### config.mk
export PLATFORM = sky130hd
export DESIGN_NAME = line_burst_adapter
export DESIGN_NICKNAME = d
export VERILOG_FILES = /design/src/rtl/line_burst_adapter.sv
export SDC_FILE = /design/constraint.sdc
export NUM_CORES = 2
export LEC_CHECK = 0
export BUFFER_PORTS_ARGS = -buffer_cell sky130_fd_sc_hd__buf_2
export CAP_MARGIN = 10
export CORE_AREA = 2 2 295 297
export CTS_CLUSTER_SIZE = 12
export DETAILED_ROUTE_END_ITERATION = 8
export DIE_AREA = 0 0 297 299
export PLACE_DENSITY = 0.59
export SLEW_MARGIN = 20
export SYNTH_ARGS = -nofsm -noshare
export SYNTH_HDL_FRONTEND = slang
export SYNTH_SLANG_ARGS = --single-unit
### constraint.sdc
create_clock -name clk -period 3.05 [get_ports clk]
set_input_delay 0.1525 -clock clk [delete_from_list [all_inputs] [get_ports clk]]
set_output_delay 0.1525 -clock clk [all_outputs]
set_load 0.1 [all_outputs]
### src/rtl/line_burst_adapter.sv
// Line fill/writeback adapter: turns one whole-line request into a fixed-length
// memory burst, assembling fill beats into a line or slicing a victim into beats.
module line_burst_adapter #(
   parameter int s_offset = 5,
   parameter int s_index  = 3,
   parameter int s_beat   = 64,
   localparam int s_mask  = 2**s_offset,
   localparam int s_line  = 8*s_mask,
   localparam int BEATS   = s_line/s_beat,
   localparam int CW      = (BEATS > 1) ? $clog2(BEATS) : 1
) (
   input  logic               clk,
   input  logic               rst,
   input  logic               req_valid,
   input  logic               req_write,
   input  logic [31:0]        req_addr,
   input  logic [s_index-1:0] req_index,
   input  logic [s_line-1:0]  req_wdata,
   output logic               req_ready,
   output logic               line_done,
   output logic               arr_load,
   output logic [s_mask-1:0]  arr_write_en,
   output logic [s_index-1:0] arr_windex,
   output logic [s_line-1:0]  arr_datain,
   output logic               mem_read,
   output logic               mem_write,
   output logic [31:0]        mem_addr,
   output logic [s_beat-1:0]  mem_wdata,
   input  logic [s_beat-1:0]  mem_rdata,
   input  logic               mem_resp,
   output logic [1:0]         dbg_state,
   output logic [CW-1:0]      dbg_beat_cnt
);

   typedef enum logic [1:0] {IDLE, RD_BURST, WR_BURST, DONE} state_t;

   state_t             state_q, state_d;
   logic [CW-1:0]      beat_cnt_q, beat_cnt_d;
   logic [s_line-1:0]  buf_q, buf_d;
   logic [s_line-1:0]  wdata_q, wdata_d;
   logic [31:0]        addr_q, addr_d;
   logic [s_index-1:0] index_q, index_d;
   logic               write_q, write_d;
   logic [s_line-1:0]  arr_datain_q, arr_datain_d;
   logic [s_index-1:0] arr_windex_q, arr_windex_d;
   logic               last_beat;

   assign last_beat = (beat_cnt_q == CW'(BEATS-1));

   always_comb begin
      state_d      = state_q;
      beat_cnt_d   = beat_cnt_q;
      buf_d        = buf_q;
      wdata_d      = wdata_q;
      addr_d       = addr_q;
      index_d      = index_q;
      write_d      = write_q;
      arr_datain_d = arr_datain_q;
      arr_windex_d = arr_windex_q;
      case (state_q)
         IDLE: begin
            if (req_valid) begin
               addr_d     = {req_addr[31:s_offset], {s_offset{1'b0}}};
               index_d    = req_index;
               write_d    = req_write;
               wdata_d    = req_wdata;
               beat_cnt_d = '0;
               state_d    = req_write ? WR_BURST : RD_BURST;
            end
         end
         RD_BURST: begin
            if (mem_resp) begin
               buf_d[beat_cnt_q*s_beat +: s_beat] = mem_rdata;
               beat_cnt_d = beat_cnt_q + 1'b1;
               if (last_beat) begin
                  // Latch the completed line so the array port holds it after DONE.
                  arr_datain_d = buf_d;
                  arr_windex_d = index_q;
                  state_d      = DONE;
               end
            end
         end
         WR_BURST: begin
            if (mem_resp) begin
               beat_cnt_d = beat_cnt_q + 1'b1;
               if (last_beat) state_d = DONE;
            end
         end
         DONE: state_d = IDLE;
         default: state_d = IDLE;
      endcase
   end

   always_ff @(posedge clk) begin
      if (rst) begin
         state_q      <= IDLE;
         beat_cnt_q   <= '0;
         buf_q        <= '0;
         wdata_q      <= '0;
         addr_q       <= '0;
         index_q      <= '0;
         write_q      <= 1'b0;
         arr_datain_q <= '0;
         arr_windex_q <= '0;
      end else begin
         state_q      <= state_d;
         beat_cnt_q   <= beat_cnt_d;
         buf_q        <= buf_d;
         wdata_q      <= wdata_d;
         addr_q       <= addr_d;
         index_q      <= index_d;
         write_q      <= write_d;
         arr_datain_q <= arr_datain_d;
         arr_windex_q <= arr_windex_d;
      end
   end

   // Every output is a decode of registered state.
   assign req_ready    = (state_q == IDLE);
   assign line_done    = (state_q == DONE);
   assign arr_load     = (state_q == DONE) && !write_q;
   assign arr_write_en = arr_load ? {s_mask{1'b1}} : '0;
   assign arr_windex   = arr_windex_q;
   assign arr_datain   = arr_datain_q;
   assign mem_read     = (state_q == RD_BURST);
   assign mem_write    = (state_q == WR_BURST);
   assign mem_addr     = (mem_read || mem_write) ? addr_q : 32'h0;
   assign mem_wdata    = mem_write ? wdata_q[beat_cnt_q*s_beat +: s_beat] : '0;
   assign dbg_state    = state_q;
   assign dbg_beat_cnt = beat_cnt_q;

endmodule

# ---- Word level (Yosys, flattened, before mapping)
# Index checks and enable logic that the tools add are counted.
# W data, S select, Z words.
dict set report classes {
  n_eq_ne 7
  addsub 2
  shifts 3
  reduce_logical 11
  mux 12
}
# op count
set op_table {}
lappend op_table {{$bwmux W256} 1}
lappend op_table {{$shift A64 B34 Y256 const A} 1}
lappend op_table {{$shiftx A256 B9 Y64} 1}
lappend op_table {{$shiftx A64 B34 Y256} 1}
lappend op_table {{$mux W32} 2}
lappend op_table {{$mux W64} 1}
lappend op_table {{$neg A8 Y34} 1}
lappend op_table {{$mux W2} 6}
lappend op_table {{$reduce_and A3 Y1} 3}
lappend op_table {{$eq A2 B2 Y1 const B} 3}
lappend op_table {{$pmux W2 S3} 1}
lappend op_table {{$ne A2 B1 Y1 const B} 2}
lappend op_table {{$pmux W2 S2} 1}
lappend op_table {{$reduce_and A2 Y1} 2}
lappend op_table {{$add A2 B1 Y2 const B} 1}
lappend op_table {{$eq A2 B1 Y1 const B} 1}
lappend op_table {{$logic_not A2 Y1} 1}
lappend op_table {{$ne A2 B2 Y1 const B} 1}
lappend op_table {{$reduce_bool A2 Y1} 1}
lappend op_table {{$reduce_or A2 Y1} 1}
lappend op_table {{$logic_and A1 B1 Y1} 1}
lappend op_table {{$logic_not A1 Y1} 1}
lappend op_table {{$logic_or A1 B1 Y1} 1}
dict set report totals {
  regBits 806
  input_bits 360
  out_inout_bits 396
  elab_cells 44
}

# ---- Depth between registers and ports, before layout
dict set report depth {
  depth_word 4
  mapped_depth 9
  mapped_depth_nobuf 5
}

# ---- Worst setup path after synthesis
# Ideal clock, no wire load.
dict set report synth_timing {
  path_type {register to output}
  from {reg state_q[1] (netlist: dbg_state[1])}
  to {out arr_write_en[0]}
  n_path_buf 1
  path_stages_with_launch 4
  t_required_ns 2.897
  path_slack_ns -2.107
  arrival_ns 5.004
  path_cell_list {dfxtp_1 -> ha_1 -> nor2b_1 -> buf_4}
}
dict set report synth_between {
  elab_chain_cells 3
}
# item line_no
set synth_rtl {}
lappend synth_rtl {{from (decl)} 37} ;# state_t state_q, state_d;
lappend synth_rtl {{from (signal assigned)} 106} ;# state_q <= state_d;
lappend synth_rtl {{$eq A2 B2 Y1} n/a}
lappend synth_rtl {{named net line_done} 20} ;# output logic line_done,
lappend synth_rtl {{$logic_and A1 B1 Y1} 121} ;# assign arr_load = (state_q == DONE) && !write_q;
lappend synth_rtl {{named net arr_load} 21} ;# output logic arr_load,
lappend synth_rtl {{$mux W32} 122} ;# assign arr_write_en = arr_load ? {s_mask{1'b1}} : '0;
lappend synth_rtl {{to (decl)} 22} ;# output logic [s_mask-1:0] arr_write_en,
# The timed path passes the listed nets, and every way through them passes these cells.

# ---- Final worst setup path
dict set report layout_timing {
  from {reg beat_cnt_q[0] (netlist: dbg_beat_cnt[0])}
  to {out mem_wdata[39]}
}
dict set report layout_between {
  elab_chain_cells 2
}
# item line_no
set layout_rtl {}
lappend layout_rtl {{from (decl)} 38} ;# logic [CW-1:0] beat_cnt_q, beat_cnt_d;
lappend layout_rtl {{from (signal assigned)} 107} ;# beat_cnt_q <= beat_cnt_d;
lappend layout_rtl {{$shiftx A256 B9 Y64} 128} ;# assign mem_wdata = mem_write ? wdata_q[beat_cnt_q*s_beat +: s_beat] : '0;
lappend layout_rtl {{$mux W64} 128}
lappend layout_rtl {{to (decl)} 28} ;# output logic [s_beat-1:0] mem_wdata,
# No other way between the ends.

==> impl_metrics.tcl <==
set metrics [dict create \
    outcome "complete, no violations" \
    grt_setup_unrepaired "false" \
    critPathLaunchType "flip-flop" \
    hold_violations 0 \
    die-area_sq_um 88800 \
    tightestPinTransition_ns 0.912 \
    num_rows 108 \
    ir_worst_vdd_v 0.000646 \
    drt-vias-per-instance 5.25 \
    rr_startpoint "dbg_beat_cnt[0]$_SDFFE_PP0P_" \
    p_comb_share_pct 25.8 \
    setup_ws_ns 0.188 \
    dr.pass1.iters 7 \
    cts_root_buf "clkbuf_16" \
    die_w_um 297 \
    port_buffers 745 \
    grt_first_pass_wirelength_um 171000 \
    path_max_fanout 67 \
    synthTopCellsByArea "dfxtp_1 50%, nand2_1 8.9%, a21oi_1 7.0%, mux4_2 4.8%, nor2_1 4.1%" \
    yosysTopAreaCell "dfxtp_1" \
    floorplan.initialDensity_pct 34.7 \
    routabilityCongestion 0.884 \
    synth.top_cells.by_count "742 x dfxtp_1, 710 x nand2_1, 418 x a21oi_1, 323 x nor2_1, 201 x clkbuf_1" \
    wl_per_cell_um 20.1 \
    reg2reg_slack_ns 0.60 \
    regArea_sq_um 14900 \
    worstSetupEndpointType "output pin" \
    area_growth_pct 36.0 \
    clock_sinks 742 \
    synth_cell_types 36 \
    crit_buf_inv 2 \
    drtIter0Drc 2534 \
    clk_pin_slew_ns 0.06 \
    maxSlewViolCount 0 \
    syn_inst 3483 \
    fin_crit_ns 2.86 \
    crit_required_ns 2.90 \
    skew_ns 0.0398 \
    r2r_end "arr_datain[28]$_SDFFE_PP0P_" \
    finalSetupTns_ns 0 \
    grt_max_degree 115 \
    slew_headroom_pct 38.8 \
    cts_made_buffers 83 \
    cts_hold_buf 350 \
    p_clk_share_pct 35.0 \
    antenna_found_initial 14 \
    p_leak_nw 16.5 \
    report.final.setup_viol 0 \
    swShare_pct 35.1 \
    post-route-period-util_pct 93.8 \
    synth_seq_cells 742 \
    p_int_w 0.0184 \
    grt_usage_pct 24.3 \
    async_reset_ff_share_pct 0 \
    critical-path-top-delay-family "buffers and inverters" \
    die_h_um 299 \
    seqPwrFrac_pct 39.2 \
    clkLatencyLatePin_ns 0.64 \
    yosysMostFrequentCell "dfxtp_1" \
    finalWirelength_um 112000 \
    syn_area_sq_um 29800 \
    cap_violations 0 \
    hold_depth 3 \
    hold_end "buf_q[130]$_SDFFE_PP0P_" \
    critical_path_class "reg -> out" \
    synth_top_area_share_pct 49.9 \
    io_pins 756 \
    worstHoldStart "mem_rdata[2]" \
    cts_setup_buffers 0 \
    crit_path_top_delay_cell "mux4_2" \
    switchingPower_w 0.00998 \
    max_stage_delay_ns 0.57 \
    synth_enable_flop_cells 0 \
    clk_path_buf_depth 3 \
    syn_area_per_cell_sq_um 8.55 \
    synth-main-ff-cell "dfxtp_1" \
    hold_class "in -> reg" \
    fillerInstances 8262 \
    cts_resized 0 \
    seq_area_frac_synth_pct 49.9 \
    drc 0 \
    worstPathCellList "buf_12 -> mux4_2 -> and2_1 -> buf_2" \
    yosysWarnings 0 \
    htree_levels 3 \
    p_per_area_nw_per_um2 702 \
    drive_gt1_share_pct 23.4 \
    place_ws_ns 0.613 \
    fmax_mhz 349 \
    vias 29300 \
    hpwl_um 71600 \
    multi_input_area_sq_um 13200 \
    core_region_area_sq_um 85900 \
    drtAntennaViolNets 0 \
    rr_worst_depth 6 \
    cts_tree "yes" \
    gr-total-overflow 0 \
    nets 4717 \
    grt_pass1_vias 28100 \
    worstPathArrival_ns 2.71 \
]
state kept, by name (all words and copies together), names as in the netlist:
| signal | cells |
|---|---|
| arr_datain | 256 |
| wdata_q | 256 |
| buf_q | 192 |
| addr_q | 27 |
| arr_windex | 3 |
| index_q | 3 |
| dbg_beat_cnt | 2 |
| dbg_state | 2 |
| write_q | 1 |
through the flow:
stage / power (W) / hold slack [ns] / util [%] / std cells / cell area [sq um]
global placement: 0.0182 / 0.394 / 39.8 / 5068 / 34200
global route: 0.0297 / 0.0352 / 47.1 / 5577 / 40500
floorplan: 0.0162 / 0.288 / - / 3487 / 29800
detailed placement: 0.0183 / 0.398 / 39.8 / 5068 / 34200
finish: 0.0284 / 0.0471 / 47.1 / 5577 / 40500
CTS: 0.0286 / 0.0135 / 47.1 / 5565 / 40500
metal layers:
layer | vias to the layer above | share of wire, % | global-route usage [%]
met5 | - | 0 | 0
met4 | 0 | 4.2 | 10.2
met3 | 223 | 7.8 | 5.26
met2 | 1216 | 47 | 38.9
met1 | 14000 | 41 | 31.6
li1 | 13900 | - | -
power by group through the flow:
| stage | Clock (W) | Combinational, W | Sequential [W] |
|---|---|---|---|
| 2_1_floorplan | 0 | 0.00497 | 0.0112 |
| 3_3_place_gp | 0 | 0.00690 | 0.0113 |
| 3_5_place_dp | 0 | 0.00694 | 0.0113 |
| 4_1_cts | 0.0102 | 0.00730 | 0.0111 |
| 5_1_grt | 0.0106 | 0.00787 | 0.0112 |
| 6_report | 0.00995 | 0.00733 | 0.0111 |
worst reg2reg max path: cells and delay by family, from the launching register on:
| family | cells | cell delay (ns) |
|---|---|---|
| adder cells (fa/ha/maj) | 1 | 0.40 |
| AO/OA/AOI/OAI | 1 | 0.27 |
| buffers and inverters | 2 | 0.49 |
| AND/OR/NAND/NOR | 2 | 0.83 |
| flip-flops | 1 | 0.41 |
how the worst max path moves through the flow:
stage	start	end	cells after the start
floorplan	dbg_beat_cnt[0]$_SDFFE_PP0P_	arr_datain[10]$_SDFFE_PP0P_	9
global placement	dbg_beat_cnt[0]$_SDFFE_PP0P_	arr_datain[137]$_SDFFE_PP0P_	6
detailed placement	dbg_beat_cnt[0]$_SDFFE_PP0P_	arr_datain[137]$_SDFFE_PP0P_	6
CTS	dbg_beat_cnt[0]$_SDFFE_PP0P_	mem_wdata[58]	4
global route	dbg_beat_cnt[0]$_SDFFE_PP0P_	mem_wdata[58]	4
finish	dbg_beat_cnt[0]$_SDFFE_PP0P_	mem_wdata[39]	4
cell type report:
cell class              count  share of cell area [%]
multi-input cells        2352                    32.7
repair buffers           1162                    20.1
diodes                     12                  0.0741
inverters                   7                  0.0649
flip-flops and latches    742                    36.7
clock inverters            26                   0.732
clock buffers             121                    6.03
well taps                1155                    3.57
layout by cell type, fill, tap and decap left out, types with 33 or more instances in the layout:
cell type	instances
nor2_1	323
nand2_1	709
dfxtp_1	738
buf_2	744
nor3_1	188
nor2b_1	61
dlygate4sd3_1	350
buf_12	33
a311oi_1	64
a32oi_1	128
mux4_2	64
clkbuf_16	84
a21oi_1	418
nand3_1	132
and2_1	91
a221oi_1	128
buf_4	34
logic make-up after synthesis:
| logic type | synth area share [%] |
|---|---|
| muxes | 4.87 |
| DFF | 49.9 |
| AOI/OAI and AO/OA | 16.7 |
| and+or+nand+nor | 22.1 |
| buffers and inverters | 6.11 |
| other | 0.0126 |
| adders and majority gates | 0.378 |
No activity file was read; power rests on OpenSTA's default activity.
